<file path="config.mk">
export PLATFORM = sky130hd
export DESIGN_NAME = mmio_signature_monitor
export DESIGN_NICKNAME = d
export VERILOG_FILES = /design/src/rtl/mmio_signature_monitor.sv
export SDC_FILE = /design/constraint.sdc
export NUM_CORES = 1
export LEC_CHECK = 0
export ABC_AREA = 1
export BUFFER_PORTS_ARGS = -buffer_cell sky130_fd_sc_hd__buf_2
export CORE_ASPECT_RATIO = 1.25
export CORE_MARGIN = 2
export CORE_UTILIZATION = 30
export CTS_CLUSTER_SIZE = 8
export DETAILED_ROUTE_END_ITERATION = 7
export PLACE_DENSITY = 0.54
export SETUP_SLACK_MARGIN = 0.15
export SYNTH_ARGS = -nofsm -noshare
export SYNTH_HDL_FRONTEND = slang
export SYNTH_SLANG_ARGS = --single-unit
</file>
<file path="constraint.sdc">
create_clock -name clk_i -period 8.5 [get_ports clk_i]
set_input_delay 0 -clock clk_i [delete_from_list [all_inputs] [get_ports clk_i]]
set_output_delay 0 -clock clk_i [all_outputs]
set_load 0.02 [all_outputs]
</file>
<file path="src/rtl/mmio_signature_monitor.sv">
// Simulation-end monitor: decodes stop/trap/dump MMIO writes, runs the RUN/DRAIN/DONE
// termination sequence and queues signature dump records into a small FIFO.
module mmio_signature_monitor #(
  parameter int unsigned       ADDR_W       = 32,
  parameter int unsigned       DATA_W       = 64,
  parameter int unsigned       NUM_CH       = 2,
  parameter int unsigned       FIFO_DEPTH   = 8,
  parameter int unsigned       DRAIN_CYCLES = 50,
  parameter int unsigned       IDLE_LIM     = 1000,
  parameter logic [ADDR_W-1:0] STOP_ADDR    = ADDR_W'(32'h6000_0000),
  parameter logic [ADDR_W-1:0] TRAP_ADDR    = ADDR_W'(32'h6000_0008),
  parameter logic [ADDR_W-1:0] DUMP_BASE    = ADDR_W'(32'h6000_0010)
) (
  input  logic              clk_i,
  input  logic              rst_i,
  input  logic              mmio_req_i,
  input  logic              mmio_we_i,
  input  logic [ADDR_W-1:0] mmio_addr_i,
  input  logic [DATA_W-1:0] mmio_wdata_i,
  input  logic [31:0]       cfg_simlen_i,
  input  logic              cfg_trap_stop_i,
  output logic              dump_valid_o,
  input  logic              dump_ready_i,
  output logic [2:0]        dump_ch_o,
  output logic [7:0]        dump_idx_o,
  output logic [DATA_W-1:0] dump_data_o,
  output logic              dump_overflow_o,
  output logic [31:0]       cycle_cnt_o,
  output logic [15:0]       trap_cnt_o,
  output logic              done_o,
  output logic [2:0]        cause_o
);

  localparam int unsigned PTR_W = (FIFO_DEPTH > 1) ? $clog2(FIFO_DEPTH) : 1;
  localparam int unsigned ENT_W = 11 + DATA_W;
  localparam int unsigned DRN_W = (DRAIN_CYCLES > 0) ? $clog2(DRAIN_CYCLES + 1) : 1;
  localparam logic [31:0]  IDLE_TGT = (IDLE_LIM == 0) ? 32'd0 : 32'(IDLE_LIM - 1);
  localparam logic [PTR_W:0] PTR_ONE = (PTR_W+1)'(1);
  localparam logic [PTR_W:0] DEPTH_V = (PTR_W+1)'(FIFO_DEPTH);
  localparam logic [DRN_W-1:0] DRN_ONE = DRN_W'(1);

  typedef enum logic [1:0] {ST_RUN, ST_DRAIN, ST_DONE} state_t;

  state_t           state_q, state_d;
  logic [2:0]       cause_q, cause_d;
  logic [DRN_W-1:0] drain_q, drain_d;
  logic [31:0]      cycle_cnt_q, cycle_cnt_d;
  logic [31:0]      idle_cnt_q, idle_cnt_d;
  logic [15:0]      trap_cnt_q, trap_cnt_d;
  logic [7:0]       idx_q [NUM_CH];
  logic [7:0]       idx_d [NUM_CH];
  logic [PTR_W:0]   wr_ptr_q, wr_ptr_d, rd_ptr_q, rd_ptr_d;
  logic             ovf_q, ovf_d;
  logic [ENT_W-1:0] fifo_mem_q [FIFO_DEPTH];
  logic [ENT_W-1:0] fifo_mem_d [FIFO_DEPTH];

  logic stop_ev, trap_ev, limit_hit, idle_hit;
  logic dump_hit, dump_take, fifo_full, fifo_nempty, pop;
  logic [2:0] dump_ch;
  logic [7:0] dump_idx;
  logic [ENT_W-1:0] head;

  assign stop_ev   = mmio_req_i && mmio_we_i && (mmio_addr_i == STOP_ADDR);
  assign trap_ev   = mmio_req_i && (mmio_addr_i == TRAP_ADDR);
  assign limit_hit = (cfg_simlen_i != 32'd0) && (cycle_cnt_q == cfg_simlen_i - 32'd1);
  assign idle_hit  = (IDLE_LIM != 0) && !mmio_req_i && (idle_cnt_q == IDLE_TGT);

  always_comb begin
    dump_hit = 1'b0;
    dump_ch  = '0;
    dump_idx = '0;
    for (int k = 0; k < NUM_CH; k++) begin
      if (mmio_req_i && mmio_we_i && (mmio_addr_i == DUMP_BASE + ADDR_W'(8 * k))) begin
        dump_hit = 1'b1;
        dump_ch  = 3'(k);
        dump_idx = idx_q[k];
      end
    end
  end

  // Cause priority inside RUN: stop > trap > limit > idle; limit skips the drain.
  always_comb begin
    state_d = state_q;
    cause_d = cause_q;
    drain_d = drain_q;
    case (state_q)
      ST_RUN: begin
        if (stop_ev) begin
          state_d = ST_DRAIN; cause_d = 3'd1; drain_d = DRN_W'(DRAIN_CYCLES);
        end else if (trap_ev && cfg_trap_stop_i) begin
          state_d = ST_DRAIN; cause_d = 3'd2; drain_d = DRN_W'(DRAIN_CYCLES);
        end else if (limit_hit) begin
          state_d = ST_DONE;  cause_d = 3'd3;
        end else if (idle_hit) begin
          state_d = ST_DRAIN; cause_d = 3'd4; drain_d = DRN_W'(DRAIN_CYCLES);
        end
      end
      ST_DRAIN: begin
        if (limit_hit || drain_q == '0) state_d = ST_DONE;
        else                            drain_d = drain_q - DRN_ONE;
      end
      default: ;
    endcase

    // The cycle that enters DONE is not counted, so the count freezes at the last active cycle.
    cycle_cnt_d = cycle_cnt_q;
    if (state_q != ST_DONE && state_d != ST_DONE && cycle_cnt_q != 32'hFFFF_FFFF)
      cycle_cnt_d = cycle_cnt_q + 32'd1;

    idle_cnt_d = idle_cnt_q;
    if (mmio_req_i)                         idle_cnt_d = '0;
    else if (state_q == ST_RUN && IDLE_LIM != 0) idle_cnt_d = idle_cnt_q + 32'd1;

    trap_cnt_d = trap_cnt_q;
    if (state_q == ST_RUN && trap_ev && trap_cnt_q != 16'hFFFF)
      trap_cnt_d = trap_cnt_q + 16'd1;
  end

  assign fifo_nempty = (wr_ptr_q != rd_ptr_q);
  assign fifo_full   = ((wr_ptr_q - rd_ptr_q) == DEPTH_V);
  assign pop         = fifo_nempty && dump_ready_i;
  assign dump_take   = dump_hit && (state_q == ST_RUN);

  always_comb begin
    fifo_mem_d = fifo_mem_q;
    idx_d      = idx_q;
    wr_ptr_d   = wr_ptr_q;
    rd_ptr_d   = rd_ptr_q;
    ovf_d      = ovf_q;
    if (pop) rd_ptr_d = rd_ptr_q + PTR_ONE;
    if (dump_take) begin
      for (int k = 0; k < NUM_CH; k++)
        if (dump_ch == 3'(k)) idx_d[k] = idx_q[k] + 8'd1;
      // A dropped record still consumes its index so gaps reveal the loss.
      if (!fifo_full || pop) begin
        fifo_mem_d[wr_ptr_q[PTR_W-1:0]] = {dump_ch, dump_idx, mmio_wdata_i};
        wr_ptr_d = wr_ptr_q + PTR_ONE;
      end else begin
        ovf_d = 1'b1;
      end
    end
  end

  always_ff @(posedge clk_i) begin
    if (rst_i) begin
      state_q     <= ST_RUN;
      cause_q     <= '0;
      drain_q     <= '0;
      cycle_cnt_q <= '0;
      idle_cnt_q  <= '0;
      trap_cnt_q  <= '0;
      wr_ptr_q    <= '0;
      rd_ptr_q    <= '0;
      ovf_q       <= 1'b0;
      for (int k = 0; k < NUM_CH; k++) idx_q[k] <= (k == 0) ? 8'd1 : 8'd0;
    end else begin
      state_q     <= state_d;
      cause_q     <= cause_d;
      drain_q     <= drain_d;
      cycle_cnt_q <= cycle_cnt_d;
      idle_cnt_q  <= idle_cnt_d;
      trap_cnt_q  <= trap_cnt_d;
      wr_ptr_q    <= wr_ptr_d;
      rd_ptr_q    <= rd_ptr_d;
      ovf_q       <= ovf_d;
      idx_q       <= idx_d;
    end
  end

  always_ff @(posedge clk_i) begin
    fifo_mem_q <= fifo_mem_d;
  end

  assign head            = fifo_mem_q[rd_ptr_q[PTR_W-1:0]];
  assign dump_valid_o    = fifo_nempty;
  assign dump_ch_o       = fifo_nempty ? head[ENT_W-1 -: 3] : 3'd0;
  assign dump_idx_o      = fifo_nempty ? head[DATA_W +: 8] : 8'd0;
  assign dump_data_o     = fifo_nempty ? head[DATA_W-1:0] : '0;
  assign dump_overflow_o = ovf_q;
  assign cycle_cnt_o     = cycle_cnt_q;
  assign trap_cnt_o      = trap_cnt_q;
  assign done_o          = (state_q == ST_DONE);
  assign cause_o         = cause_q;

endmodule

</file>
# Word-level counts from Yosys, hierarchy flattened
# Cells that the tools add are included.
[word_totals]
elab_cells = 115
reg_bits = 716
[op_classes]
n_bitwise = 3
magnitude_cmp = 3
n_addsub = 10
n_mux = 30
reduce_logical = 32
n_eq_ne = 18
[ops]
columns = ["op", "n"]
rows = [
  ["$bwmux 600", 1],
  ["$bmux 75 s3", 1],
  ["$demux 75 s3", 1],
  ["$mux 75", 3],
  ["$eq 32x31->1 const B", 4],
  ["$add 32x1->32 const B", 2],
  ["$mux 64", 1],
  ["$eq 32x10->1 const B", 1],
  ["$eq 32x32->1", 1],
  ["$ne 32x32->1 const B", 1],
  ["$reduce_bool 32->1", 1],
  ["$sub 32x1->32 const B", 1],
  ["$mux 6", 5],
  ["$mux 8", 3],
  ["$add 16x1->16 const B", 1],
  ["$add 8x1->8 const B", 2],
  ["$ne 16x16->1 const B", 1],
  ["$logic_and 1x1->1", 15],
  ["$mux 3", 5],
  ["$pmux 6 s2", 1],
  ["$mux 2", 5],
  ["$reduce_and 2->1", 5],
  ["$add 4x1->4 const B", 2],
  ["$ge 4x4->1 const B", 2],
  ["23 further kinds", 31],
]

# Longest topological paths before layout
[depth]
ltp_word = 10
ltp_mapped = 23
mapped_depth_nobuf = 22

# Worst setup path before layout
# Ideal clock, no wire load.
[synth_timing]
path_type = "register -> register"
start = "reg rd_ptr_q[1]"
end = "reg fifo_mem_q[150] (netlist name) (enable)"
t_arrival_ns = 7.180
period_less_slack_ns = 7.774
t_required_ns = 7.906
setup_time_ns = 0.594
slack_ns = 0.726
stages_incl_launch_ff = 15
cell_sequence = "dfxtp_1 inv_1 clkbuf_1 buf_1 ha_1 a21oi_1 nor2_1 nor2_1 xnor2_1 nor4_1 nor2_2 inv_2 nor2_2 inv_2 nor3_1"
[synth_via]
elab_chain_len = 5
[synth_rtl]
columns = ["item", "line_no", "text"]
rows = [
  ["start, declared", "52", "logic [PTR_W:0] wr_ptr_q, wr_ptr_d, rd_ptr_q, rd_ptr_d;"],
  ["start signal, assigned", "164", "rd_ptr_q <= rd_ptr_d;"],
  ["$sub 4x4->4", "120", "assign fifo_full = ((wr_ptr_q - rd_ptr_q) == DEPTH_V);"],
  ["$eq 4x4->1", "120", ""],
  ["$logic_not 1->1", "135", "if (!fifo_full || pop) begin"],
  ["$logic_or 1x1->1 *", "135", ""],
  ["$reduce_and 2->1 (no source line) *", "-", ""],
  ["end signal, assigned", "171", "fifo_mem_q <= fifo_mem_d;"],
  ["end, declared", "54", "logic [ENT_W-1:0] fifo_mem_q [FIFO_DEPTH];"],
]
# Mark *: on every way between the ends. The rest lies on a longest branch, timed or not.
# A chain may end at the register's enable or synchronous reset.

# Worst setup path after layout
[layout_timing]
start = "reg rd_ptr_q[0]"
end = "out dump_data_o[34]"
[layout_via]
elab_chain_len = 5
[layout_rtl]
columns = ["item", "line_no", "text"]
rows = [
  ["$not 3->4 (not written as such)", "174", "assign head = fifo_mem_q[rd_ptr_q[PTR_W-1:0]];"],
  ["$bmux 75 s3", "174", ""],
  ["$mux 75 (not written as such) (2 in series)", "174", ""],
  ["$mux 64 *", "178", "assign dump_data_o = fifo_nempty ? head[DATA_W-1:0] : '0;"],
  ["end, declared", "26", "output logic [DATA_W-1:0] dump_data_o,"],
]
# Mark *: on every way between the ends. The rest lies on a longest branch, timed or not. The select of a mux whose other input is x is not followed.

==> results.cfg <==
[min_path]
whs_endpoint = trap_cnt_o[1]$_SDFFE_PP0P_
worst_hold_startpoint = mmio_addr_i[2]
min_delay_path_depth = 7
hold_class = primary input to flip-flop

[floorplanning]
floorplan.initialDensity_pct = 30.24
floorplan.rows = 130
coreArea_mm2 = 0.1005
chipWidth_um = 288.7
die_height_um = 359.9
ios = 263
die_area_mm2 = 0.1039

[cts]
clk_pin_slew_worst_paths_ps = 50
clock_path_buffers = 3
cts_resized = 0
cts_tree = built
root_buffer = clkbuf_16
cts.sinks = 700
post_cts_hold_buffer_count = 75
cts_setup_buffers = 0
clock_network_latency_to_the_later_pin_of_the_worst_skew_pair_ps = 660
cts-buffers-inserted = 97
htreeDepth = 3

[critical_path]
crit_startpoint = rd_ptr_q[0]$_SDFFE_PP0P_
crit_path_max_incr_delay_ps = 810
r2r_start = rd_ptr_q[2]$_SDFFE_PP0P_
path_class = flip-flop to output pin
crit_path_frequent_cell = buf_4
worstPathArrival_ps = 4500
crit_chain = buf_4 > buf_4 > buf_4 > o21ai_0 > o22ai_1 > o21ai_0 > a31oi_1 > buf_2
r2r_cells = 12
worstPathMaxFanout = 78
r2r_setup_slack_ps = 4000
worst_r2r_endpoint = fifo_mem_q[82]$_DFFE_PP_
slowest_stage_cell_on_the_critical_path = buf_4
critPathLaunchType = flip-flop
timing.critical_path.to_type = output pin
cp_data_required_time_ps = 8500

[synth]
number_of_synthesized_flops_with_an_enable_pin = 584
syn_avg_cell_area_um2 = 10.40
netlist_area_mm2 = 0.03040
syn-instance-count = 2923
ys_seq_area_share_pct = 65.32
synth-async-reset-ratio_pct = 0
ys_seq_elements = 700
synth_warnings = 0
ys_dominant_reg_cell = edfxtp_1
synth.lib_cells_used.distinct = 52

[timing]
maxSlewHeadroom_pct = 24.87
fin_worst_hold_slack_ps = 37.29
clock-skew-final_ps = 43.49
finalWorstSetupSlack_ps = 3998
slew_viol_final = 0
max_slew.worst_pin.slew_ps = 1115
fin_tns_setup_ps = 0
hold_viol = 0
max_clock_freq_mhz = 222.1
min_period_over_period_pct = 52.96
finalCriticalPeriod_ps = 4502
rsz_0062_raised_after_global_routing = no
setup_violations = 0

[global_route]
grt_overflow = 0
grt_max_degree = 139
grt_first_pass_wirelength_um = 129400
globalRouteMet1Util_pct = 19.46
grt_busiest_layer = met2
grt_antenna_before_repair = 4
use_met3_pct = 2.801
first_global_vias = 22220
groute.usage.overall_pct = 15.93
use_met2_pct = 28.46

[placement]
placed_cells_incl_taps = 4382
area_post_placement_mm2 = 0.03303
gp_congestion = 0.8430
pre_cts_slack_ps = 3945
io_buffer_count = 260
dp.final_hpwl_um = 51810

[final_layout]
stdcell_area_mm2 = 0.03656
nets = 3383
finish.utilization_pct = 36.37
fillerInstances = 10040
stdcell_count = 4612
areaGrowthSynthToFinish_pct = 20.27
layout-drive-gt1-share_pct = 13.65

[power_and_ir_drop]
power.combinational.fraction_pct = 12.0
power-per-cell-area_mw_per_mm2 = 226.8
post-layout-total-power_mw = 8.293
power.switching_mw = 2.161
vdd.ir_drop.worst_mv = 0.1640
internal-power_mw = 6.132
power.share.sequential_pct = 45.3
static-leakage-power_nw = 12.88
sw_frac_of_total_pct = 26.06
clockPowerShare_pct = 42.7

[detailed_routing]
route.detailed.drc = 0
vias_per_cell = 4.865
route.final.wire_length_um = 85100
dr.first_iter.drc_count = 1383
via_count = 22440
routedWlPerCell_um = 18.45
firstDrtPassIters = 5
postRouteAntennaNets = 0

[outcome]
outcome = complete, no violations

[job]
maximum_capacitance_violations = 0
## state kept, by name, summed over array words and instances, names as in the netlist
name	count
trap_cnt_o	16
idx_q	16
cycle_cnt_o	32
fifo_mem_q	584
dump_overflow_o	1
cause_o	3
wr_ptr_q	4
drain_q	6
state_q	2
idle_cnt_q	32
rd_ptr_q	4
## final cells by class
type / instances / area (µm²) / share of cell area, %
flip-flops and latches: 700 / 19870 / 54.33
repair buffers: 364 / 2270 / 6.207
diodes: 2 / 5.005 / 0.01369
well taps: 1320 / 1652 / 4.517
clock inverters: 8 / 170.2 / 0.4654
clock buffers: 145 / 2608 / 7.131
multi-input cells: 1898 / 9321 / 25.49
inverters: 175 / 671.9 / 1.838
## cell usage in the layout, fill, tap and decap left out, drive strengths merged, types with 2 or more instances in the layout
cell / n
clkinv: 6
dlygate4sd3: 75
diode: 2
buf: 289
xor2: 52
a31oi: 75
nand4: 41
nor3b: 3
or2: 5
o21ai: 410
xnor2: 21
o22ai: 74
clkbuf: 145
nor4: 31
nand2: 283
dfxtp: 116
ha: 13
nor2: 630
a211oi: 5
edfxtp: 584
nor3: 55
a21oi: 81
o21a: 8
nand3b: 7
o21bai: 4
nand3: 89
conb: 2
inv: 177
## how the worst max path moves through the flow
stage | to | slack, ps
after floorplan | fifo_mem_q[150]$_DFFE_PP_ | 730
after global routing | fifo_mem_q[82]$_DFFE_PP_ | 3640
after detailed placement | fifo_mem_q[130]$_DFFE_PP_ | 3950
final | dump_data_o[34] | 4000
after global placement | fifo_mem_q[140]$_DFFE_PP_ | 4020
after CTS | fifo_mem_q[82]$_DFFE_PP_ | 3920
## layer usage
layer  up-vias  wire length (µm)
li1      10920                 -
met1     10860             35790
met2       532             43200
met3       121              4306
met4         6              1772
met5         -                35
## cell usage after synthesis, types with 2 or more instances
master	number	area (µm²)
inv_2	5	18.77
buf_1	12	45.04
buf_6	3	33.78
nor3b_1	3	22.52
a31oi_1	75	469.2
a211oi_1	5	37.54
o22ai_1	74	462.9
nand3b_1	5	37.54
buf_4	4	30.03
xnor2_1	21	183.9
xor2_1	52	455.4
a21oi_1	81	405.4
nor2_2	13	81.33
o21bai_1	4	30.03
inv_1	170	638.1
o21a_1	8	60.06
clkbuf_1	130	488.0
nor3_1	53	265.3
nand3b_4	2	40.04
nand2_4	3	33.78
nand2_1	273	1025
dfxtp_1	116	2322
edfxtp_1	584	17540
nor4_1	30	187.7
nand3_1	87	435.4
nor2_1	614	2305
nand2_2	7	43.79
nor2_4	2	22.52
o21ai_0	409	2047
or2_2	3	18.77
nand4_1	41	256.5
nand3_2	2	20.02
ha_1	13	162.7
## cell families after synthesis
| logic type | Yosys count | synth area share (%) |
|---|---|---|
| and+or+nand+nor | 1147 | 16.08 |
| other | 1 | 0.01234 |
| adders and majority gates | 13 | 0.5351 |
| AOI/OAI and AO/OA | 662 | 11.71 |
| DFF | 700 | 65.32 |
| xor gates and xnor gates | 74 | 2.177 |
| buffers and inverters | 326 | 4.165 |
## power by group through the flow
stage          Combinational, mW  Sequential (mW)  Clock (mW)
2_1_floorplan              0.658             3.83           0
3_3_place_gp               0.978             3.82           0
3_5_place_dp               0.980             3.82           0
4_1_cts                     1.01             3.76        3.64
5_1_grt                     1.11             3.76        3.77
6_report                   0.991             3.76        3.54
## critical path: cells and delay by family (launching register included)
family,cells,cell delay [ps]
compound gates,4,960
buf+inv,4,2430
flops,1,340
Note: power is estimated with default switching activity, not from simulation.
